$ cat config.mk
export PLATFORM = sky130hd
export DESIGN_NAME = sorted_event_queue_flat
export DESIGN_NICKNAME = d
export VERILOG_FILES = /design/src/rtl/sorted_event_queue_if.sv /design/src/rtl/sorted_event_queue.sv /design/src/flat_wrapper.sv
export SDC_FILE = /design/constraint.sdc
export NUM_CORES = 1
export LEC_CHECK = 0
export CORE_UTILIZATION = 50
export DETAILED_ROUTE_END_ITERATION = 12
export GPL_ROUTABILITY_DRIVEN = 0
export GPL_TIMING_DRIVEN = 0
export PLACE_DENSITY = 0.75
export SYNTH_ARGS = -nofsm -noshare
export SYNTH_HDL_FRONTEND = slang
export SYNTH_SLANG_ARGS = --single-unit
$ cat constraint.sdc
create_clock -name clk -period 5.7 [get_ports clk]
set_input_delay 1.71 -clock clk [delete_from_list [all_inputs] [get_ports clk]]
set_output_delay 1.71 -clock clk [all_outputs]
set_load 0.005 [all_outputs]
$ cat src/rtl/sorted_event_queue_if.sv
// Event-queue port bundle: producer/dispatcher side is the master, the queue is the slave.
interface sorted_event_queue_if #(
    parameter int DW   = 19,
    parameter int CNTW = 5
);
    logic            enq_i;
    logic            deq_i;
    logic [DW-1:0]   inp_data_i;
    logic [DW-1:0]   out_data_o;
    logic            out_vld_o;
    logic [CNTW-1:0] elem_cnt_o;
    logic            full_o;
    logic            empty_o;
    logic            overflow_o;
    logic            underflow_o;

    modport master (
        output enq_i, deq_i, inp_data_i,
        input  out_data_o, out_vld_o, elem_cnt_o, full_o, empty_o, overflow_o, underflow_o
    );

    modport slave (
        input  enq_i, deq_i, inp_data_i,
        output out_data_o, out_vld_o, elem_cnt_o, full_o, empty_o, overflow_o, underflow_o
    );
endinterface

$ cat src/rtl/sorted_event_queue.sv
// Min-priority event queue as a register-based sorted array; one insert and one
// remove per cycle, stable among equal timestamps.
module sorted_event_queue #(
    parameter int DW    = 19,
    parameter int CW    = 16,
    parameter int DEPTH = 16,
    parameter int CNTW  = 5
) (
    input  logic                clk,
    input  logic                rst_n,
    sorted_event_queue_if.slave bus
);
    logic [DW-1:0]    data_q   [DEPTH];
    logic [DW-1:0]    data_d   [DEPTH];
    logic [DEPTH-1:0] vld_q, vld_d;
    logic [CNTW-1:0]  cnt_q, cnt_d;
    logic             ovf_q, ovf_d;
    logic             unf_q, unf_d;

    logic             fullNow, emptyNow, doEnq, doDeq;
    logic [CW-1:0]    newKey;
    logic [DW-1:0]    srcData  [DEPTH];
    logic [DEPTH-1:0] srcVld, srcGt, insHere, shiftIn;

    assign fullNow  = (cnt_q == CNTW'(DEPTH));
    assign emptyNow = (cnt_q == '0);
    assign doDeq    = bus.deq_i && !emptyNow;
    assign doEnq    = bus.enq_i && (!fullNow || bus.deq_i);
    assign newKey   = bus.inp_data_i[CW-1:0];

    // A dequeue first shifts everything down one slot; the insert then works on that view.
    genvar i;
    for (i = 0; i < DEPTH; i++) begin : g_slot
        if (i < DEPTH - 1) begin : g_src
            assign srcData[i] = doDeq ? data_q[i+1] : data_q[i];
            assign srcVld[i]  = doDeq ? vld_q[i+1]  : vld_q[i];
        end else begin : g_srcLast
            assign srcData[i] = doDeq ? '0   : data_q[i];
            assign srcVld[i]  = doDeq ? 1'b0 : vld_q[i];
        end

        assign srcGt[i] = srcVld[i] && (srcData[i][CW-1:0] > newKey);

        // Strict greater-than keeps the newcomer behind every equal key.
        if (i == 0) begin : g_head
            assign insHere[i] = doEnq && (!srcVld[i] || srcGt[i]);
            assign shiftIn[i] = 1'b0;
            assign data_d[i]  = insHere[i] ? bus.inp_data_i : srcData[i];
        end else begin : g_body
            assign insHere[i] = doEnq && srcVld[i-1] && !srcGt[i-1] && (!srcVld[i] || srcGt[i]);
            assign shiftIn[i] = doEnq && srcGt[i-1];
            assign data_d[i]  = insHere[i] ? bus.inp_data_i :
                                shiftIn[i] ? srcData[i-1]  : srcData[i];
        end

        assign vld_d[i] = srcVld[i] | insHere[i] | shiftIn[i];
    end

    always_comb begin
        cnt_d = cnt_q;
        if (doEnq && !doDeq) begin
            cnt_d = cnt_q + CNTW'(1);
        end else if (doDeq && !doEnq) begin
            cnt_d = cnt_q - CNTW'(1);
        end
    end

    assign ovf_d = ovf_q | (bus.enq_i && !bus.deq_i && fullNow);
    assign unf_d = unf_q | (bus.deq_i && emptyNow);

    always_ff @(posedge clk or negedge rst_n) begin
        if (!rst_n) begin
            for (int k = 0; k < DEPTH; k++) begin
                data_q[k] <= '0;
            end
            vld_q <= '0;
            cnt_q <= '0;
            ovf_q <= 1'b0;
            unf_q <= 1'b0;
        end else begin
            for (int k = 0; k < DEPTH; k++) begin
                data_q[k] <= data_d[k];
            end
            vld_q <= vld_d;
            cnt_q <= cnt_d;
            ovf_q <= ovf_d;
            unf_q <= unf_d;
        end
    end

    assign bus.out_data_o  = vld_q[0] ? data_q[0] : '0;
    assign bus.out_vld_o   = vld_q[0];
    assign bus.elem_cnt_o  = cnt_q;
    assign bus.full_o      = fullNow;
    assign bus.empty_o     = emptyNow;
    assign bus.overflow_o  = ovf_q;
    assign bus.underflow_o = unf_q;
endmodule

$ cat src/flat_wrapper.sv
// flat-port wrapper written by rule: the top's interface ports become plain ports
module sorted_event_queue_flat 
#(
    parameter int DW    = 19,
    parameter int CW    = 16,
    parameter int DEPTH = 16,
    parameter int CNTW  = 5
)
  (clk, rst_n, bus_enq_i, bus_deq_i, bus_inp_data_i, bus_out_data_o, bus_out_vld_o, bus_elem_cnt_o, bus_full_o, bus_empty_o, bus_overflow_o, bus_underflow_o);
  sorted_event_queue_if #(.DW(DW), .CNTW(CNTW)) bus_i ();
  input  logic clk;
  input  logic rst_n;
  input wire logic [$bits(bus_i.enq_i)-1:0] bus_enq_i;
  input wire logic [$bits(bus_i.deq_i)-1:0] bus_deq_i;
  input wire logic [$bits(bus_i.inp_data_i)-1:0] bus_inp_data_i;
  output wire logic [$bits(bus_i.out_data_o)-1:0] bus_out_data_o;
  output wire logic [$bits(bus_i.out_vld_o)-1:0] bus_out_vld_o;
  output wire logic [$bits(bus_i.elem_cnt_o)-1:0] bus_elem_cnt_o;
  output wire logic [$bits(bus_i.full_o)-1:0] bus_full_o;
  output wire logic [$bits(bus_i.empty_o)-1:0] bus_empty_o;
  output wire logic [$bits(bus_i.overflow_o)-1:0] bus_overflow_o;
  output wire logic [$bits(bus_i.underflow_o)-1:0] bus_underflow_o;
  assign bus_i.enq_i = bus_enq_i;
  assign bus_i.deq_i = bus_deq_i;
  assign bus_i.inp_data_i = bus_inp_data_i;
  assign bus_out_data_o = bus_i.out_data_o;
  assign bus_out_vld_o = bus_i.out_vld_o;
  assign bus_elem_cnt_o = bus_i.elem_cnt_o;
  assign bus_full_o = bus_i.full_o;
  assign bus_empty_o = bus_i.empty_o;
  assign bus_overflow_o = bus_i.overflow_o;
  assign bus_underflow_o = bus_i.underflow_o;
  sorted_event_queue #(.DW(DW), .CW(CW), .DEPTH(DEPTH), .CNTW(CNTW)) u_core (.clk(clk), .rst_n(rst_n), .bus(bus_i));
endmodule
; Yosys cells after proc, flatten, opt, wreduce, memory -nomap -nowiden
; Cells that the tools add are included.
[op_classes]
n_bitwise = 33
n_eq_ne = 1
order_cmp = 16
n_mux = 66
n_addsub = 2
n_reduce_logical = 140
[op_table]
columns = cell, count
row1 = $mux W19, 48
row2 = $gt A16 B16 Y1, 16
row3 = $logic_and A1 B1 Y1, 84
row4 = $logic_not A1 Y1, 36
row5 = $or A1 B1 Y1, 33
row6 = $logic_or A1 B1 Y1, 17
row7 = $mux W1, 16
row8 = $mux W5, 2
row9 = $add A5 B1 Y5 const B, 1
row10 = $eq A5 B5 Y1 const B, 1
row11 = $logic_not A5 Y1, 1
row12 = $sub A5 B1 Y5 const B, 1
row13 = $reduce_bool A3 Y1, 1
row14 = $reduce_bool A2 Y1, 1
[totals]
regBits = 327
inputBits = 23
out_inout_bits = 29

; Longest topological paths before layout
[depth]
depth_word = 11
mapped_depth = 18
ltp_nobuf = 12

; Least setup slack after synthesis
; OpenSTA, ideal clock, no wires.
[synth_path]
path_type = in2reg
start = in bus_deq_i
end = reg u_core.data_q[92] (netlist bit)
path_stages = 16
arrival_ns = 4.967
path_slack_ns = 0.608
cell_sequence = o21ai_4 -> buf_6 -> buf_2 -> buf_2 -> mux2i_1 -> inv_1 -> ha_1 -> nand4_1 -> or3_1 -> a21oi_1 -> or4b_1 -> clkbuf_1 -> o21a_1 -> a2111oi_2 -> buf_2 -> mux2_2
[synth_lines]
columns = item, line_no
row1 = from (decl), flat_wrapper.sv:14  ; input wire logic [$bits(bus_i.deq_i)-1:0] bus_deq_i;
row2 = "to (signal, indexed assignment)", sorted_event_queue.sv:82  ; data_q[k] <= data_d[k];
row3 = to (decl), sorted_event_queue.sv:13  ; logic [DW-1:0] data_q [DEPTH];

==> flow_metrics.tcl <==
set metrics [dict create \
    cp_slowest_stage_delay_ns 0.76 \
    synthDominantCellAreaShare_pct 32.3 \
    share_of_final_layout_standard_cells_stronger_than_drive_strength_1_pct 10.3 \
    use_met3_pct 6.63 \
    synth_xor_xnor_area_share_pct 0.173 \
    synth_cells 2432 \
    fin_crit_ns 5.60 \
    drcViolationCount 0 \
    first_global_vias 21200 \
    initial_utilization_pct 50.6 \
    netlist-cell-type-count 68 \
    postSynthRegisterBits 327 \
    yosysWarningCount 0 \
    synth_sequential_area_ratio_pct 32.3 \
    post_synth_main_area_contributors "dfrtp_1 32%, mux2i_1 28%, ha_1 13%" \
    coreArea_sq_um 50100 \
    timing.max_cap.violations 0 \
    critPathRequiredTime_ns 6.09 \
    hold_class "flop to flop" \
    top_cell_type_by_total_area_after_synthesis "dfrtp_1" \
    antenna_found_initial 2 \
    report.power.total_mw 16.2 \
    postRouteAntennaNets 0 \
    tritoncts.num_buffers 38 \
    synth_edf_count 0 \
    total_global_routing_overflow 0 \
    synth_commonest_cells "706 x mux2i_1, 327 x dfrtp_1, 260 x ha_1" \
    worst_slew_margin_rel_pct 18.5 \
    grt_max_degree 109 \
    synth_ff_type "dfrtp_1" \
    synthAdderAreaFrac_pct 12.9 \
    tritoncts "built" \
    timing.final.hold_violations 0 \
    critical_path_buf_inv_count 5 \
    grt_util_all_layers_pct 30.5 \
    max_slew.worst_pin.slew_ns 1.22 \
    cts-root-to-sink-buffers 3 \
    dieWidth_um 227 \
    cts_max_level 2 \
    power-per-cell-area_nw_per_um2 573 \
    cp_slowest_cell "buf_2" \
    worst_setup_path_type "primary input to flop" \
    async_flop_share_pct 100 \
    setup.worst_path.start_class "primary input" \
    setup.worst_path.end_class "flop" \
    port_buffers 51 \
    ctsHoldBuffers 0 \
    groute.layer.met2.usage_pct 48.7 \
    syn_area_sq_um 25300 \
    firstDrtPassIters 8 \
    io_pins 52 \
    critical-path-top-delay-family "buffers and inverters" \
    data_arrival_time_of_the_critical_path_ns 6.00 \
    drt-vias-per-instance 6.34 \
    synth_area_per_cell_sq_um 10.4 \
    complex_gate_fraction_of_the_synthesized_area_pct 8.67 \
    clock.fmax_ghz 0.178 \
    synth_fp_nets 2716 \
    critical_path_cell_by_cell "clkdlybuf4s50_1, inv_1, buf_2, ha_1, nand4_1, nor4_1, a21boi_0, o31a_1, buf_2, or2b_4, buf_6, o22ai_1, a222oi_1" \
    totalWireLength_um 78600 \
    whs_ns 0.457 \
    setup_viol 0 \
    synth-simple-area-share_pct 7.01 \
    critical-path-top-cell-by-count "buf_2" \
    final.setup_skew_ns 0.0157 \
    cts.root.buffer_cell "clkbuf_16" \
    run_status "completed" \
    synth_top_family_by_area "multiplexers" \
    power.ir.vdd_worst_uv 278 \
    muxShareOfSynthArea_pct 31.9 \
    drt_first_iter_violations 1955 \
    num_rows 82 \
    timing.critical_path.fanout_max 25 \
    clkTransAtPathRegs_ns 0.06 \
    routedWlPerCell_um 24.3 \
    floorplan.die.height_um 227 \
    global_route_wire_length_before_repair_um 120000 \
    drv_slew 0 \
    clock_latency_ns 0.56 \
    die_outline_area_sq_um 51600 \
    grt_busiest_layer "met2" \
    cellLeakagePower_nw 14.7 \
    nNetsFinal 2824 \
    numClockSinks 327 \
    most_frequent_cell_after_synthesis "mux2i_1" \
    period_share_pct 98.3 \
    area_growth_syn_to_layout_pct 11.6 \
    dp_hpwl_um 58300 \
    grt_util_met1_pct 38.9 \
    via_count 20500 \
]
## flip-flops by register name, indices dropped and copies added, names as in the netlist
register	count
u_core.bus.overflow_o	1
u_core.vld_q	16
u_core.data_q	304
u_core.bus.underflow_o	1
u_core.bus.elem_cnt_o	5
## final timing paths
kind | start | end | slack, ns | cells past startpoint
min in group asynchronous | rst_n | u_core.data_q[185]$_DFF_PN0_ | 1.11 | 1
worst min-delay path | u_core.bus.underflow_o$_DFF_PN0_ | u_core.bus.underflow_o$_DFF_PN0_ | 0.46 | 1
worst min register to register | u_core.bus.underflow_o$_DFF_PN0_ | u_core.bus.underflow_o$_DFF_PN0_ | 0.46 | 1
max in group asynchronous | rst_n | u_core.bus.elem_cnt_o[2]$_DFFE_PN0P_ | 3.26 | 3
worst max-delay path | bus_inp_data_i[15] | u_core.data_q[13]$_DFF_PN0_ | 0.1 | 13
worst max register to register | u_core.bus.elem_cnt_o[0]$_DFFE_PN0P_ | u_core.data_q[122]$_DFF_PN0_ | 0.71 | 17
## worst register-to-register path: cells and delay by family, from the launching register on
| kind | cells | cell delay [ns] |
|---|---|---|
| simple gates | 3 | 1.42 |
| buf+inv | 6 | 1.31 |
| compound gates | 5 | 0.97 |
| flops | 1 | 0.46 |
| mux | 2 | 0.34 |
| fa+ha+maj | 1 | 0.32 |
## through the flow
stage | TNS [ns] | instance area (sq um) | worst slack (ns) | util [%] | instances
after floorplan | 0 | 25300 | 0.608 | - | 2432
after global placement | -4065.94 | 26700 | -11.67 | 53.3 | 3155
after detailed placement | -182.44 | 26800 | -1.06 | 53.5 | 3158
after CTS | 0 | 28100 | 0.0242 | 56.1 | 3223
after global routing | -0.00999 | 28300 | -0.00999 | 56.5 | 3238
final | 0 | 28300 | 0.0965 | 56.5 | 3240
## what timing repair did
action                                  CTS  global route
gates cloned                              0             0
resized for setup                        26            30
pin swaps                                 0             1
setup buffers                             0            15
endpoints found under the setup margin  167           190
endpoints found under the hold margin     0             0
## cells in the final DEF (no fill, tap or decap), drive strengths merged, types with 4 or more instances in the layout
master / Yosys / routed
a2111oi: 18 / 18
a211oi: 10 / 10
a21o: 23 / 23
a21oi: 125 / 125
a222oi: 15 / 15
a31oi: 4 / 4
and2: 21 / 21
and4: 8 / 8
buf: 94 / 113
clkbuf: 39 / 93
clkdlybuf4s50: 0 / 50
clkinv: 0 / 5
dfrtp: 327 / 327
ha: 260 / 260
inv: 253 / 254
mux2: 89 / 89
mux2i: 707 / 707
nand2: 86 / 86
nand3: 59 / 59
nand4: 57 / 57
nor2: 21 / 21
nor2b: 15 / 15
nor4: 5 / 5
o211ai: 16 / 16
o21a: 6 / 6
o21ai: 60 / 60
o221ai: 16 / 16
o22ai: 15 / 15
o31ai: 8 / 8
or3: 18 / 18
or4: 14 / 14
or4b: 8 / 8
## metal layers
metal / share of wire (%) / up-vias
met5: 0.11 / -
met1: 41 / 10200
met4: 5.2 / 2
met3: 7.8 / 296
li1: - / 9135
met2: 46 / 902
## cell type report
cell class / count / area (sq um)
fill: 4214 / 21800
multi-input combinational: 1719 / 15400
sequential: 327 / 8180
clock buffer: 55 / 1120
inverter: 253 / 950
buffer: 132 / 927
tap: 672 / 841
timing repair buffer: 69 / 711
clock inverter: 11 / 139
antenna: 2 / 5.00
## cells by family after synthesis
| family | Yosys count |
|---|---|
| flops | 327 |
| mux | 796 |
| fa+ha+maj | 261 |
| compound gates | 334 |
| xor+xnor | 5 |
| buf+inv | 386 |
| simple gates | 323 |
## power by group
group          total [mW]  internal, mW  switching, mW
combinational        9.25          4.07           5.18
clock                2.54          1.49           1.04
sequential           4.41          3.49          0.912
total                16.2          9.05           7.13
Note: power is estimated with default switching activity, not from simulation.
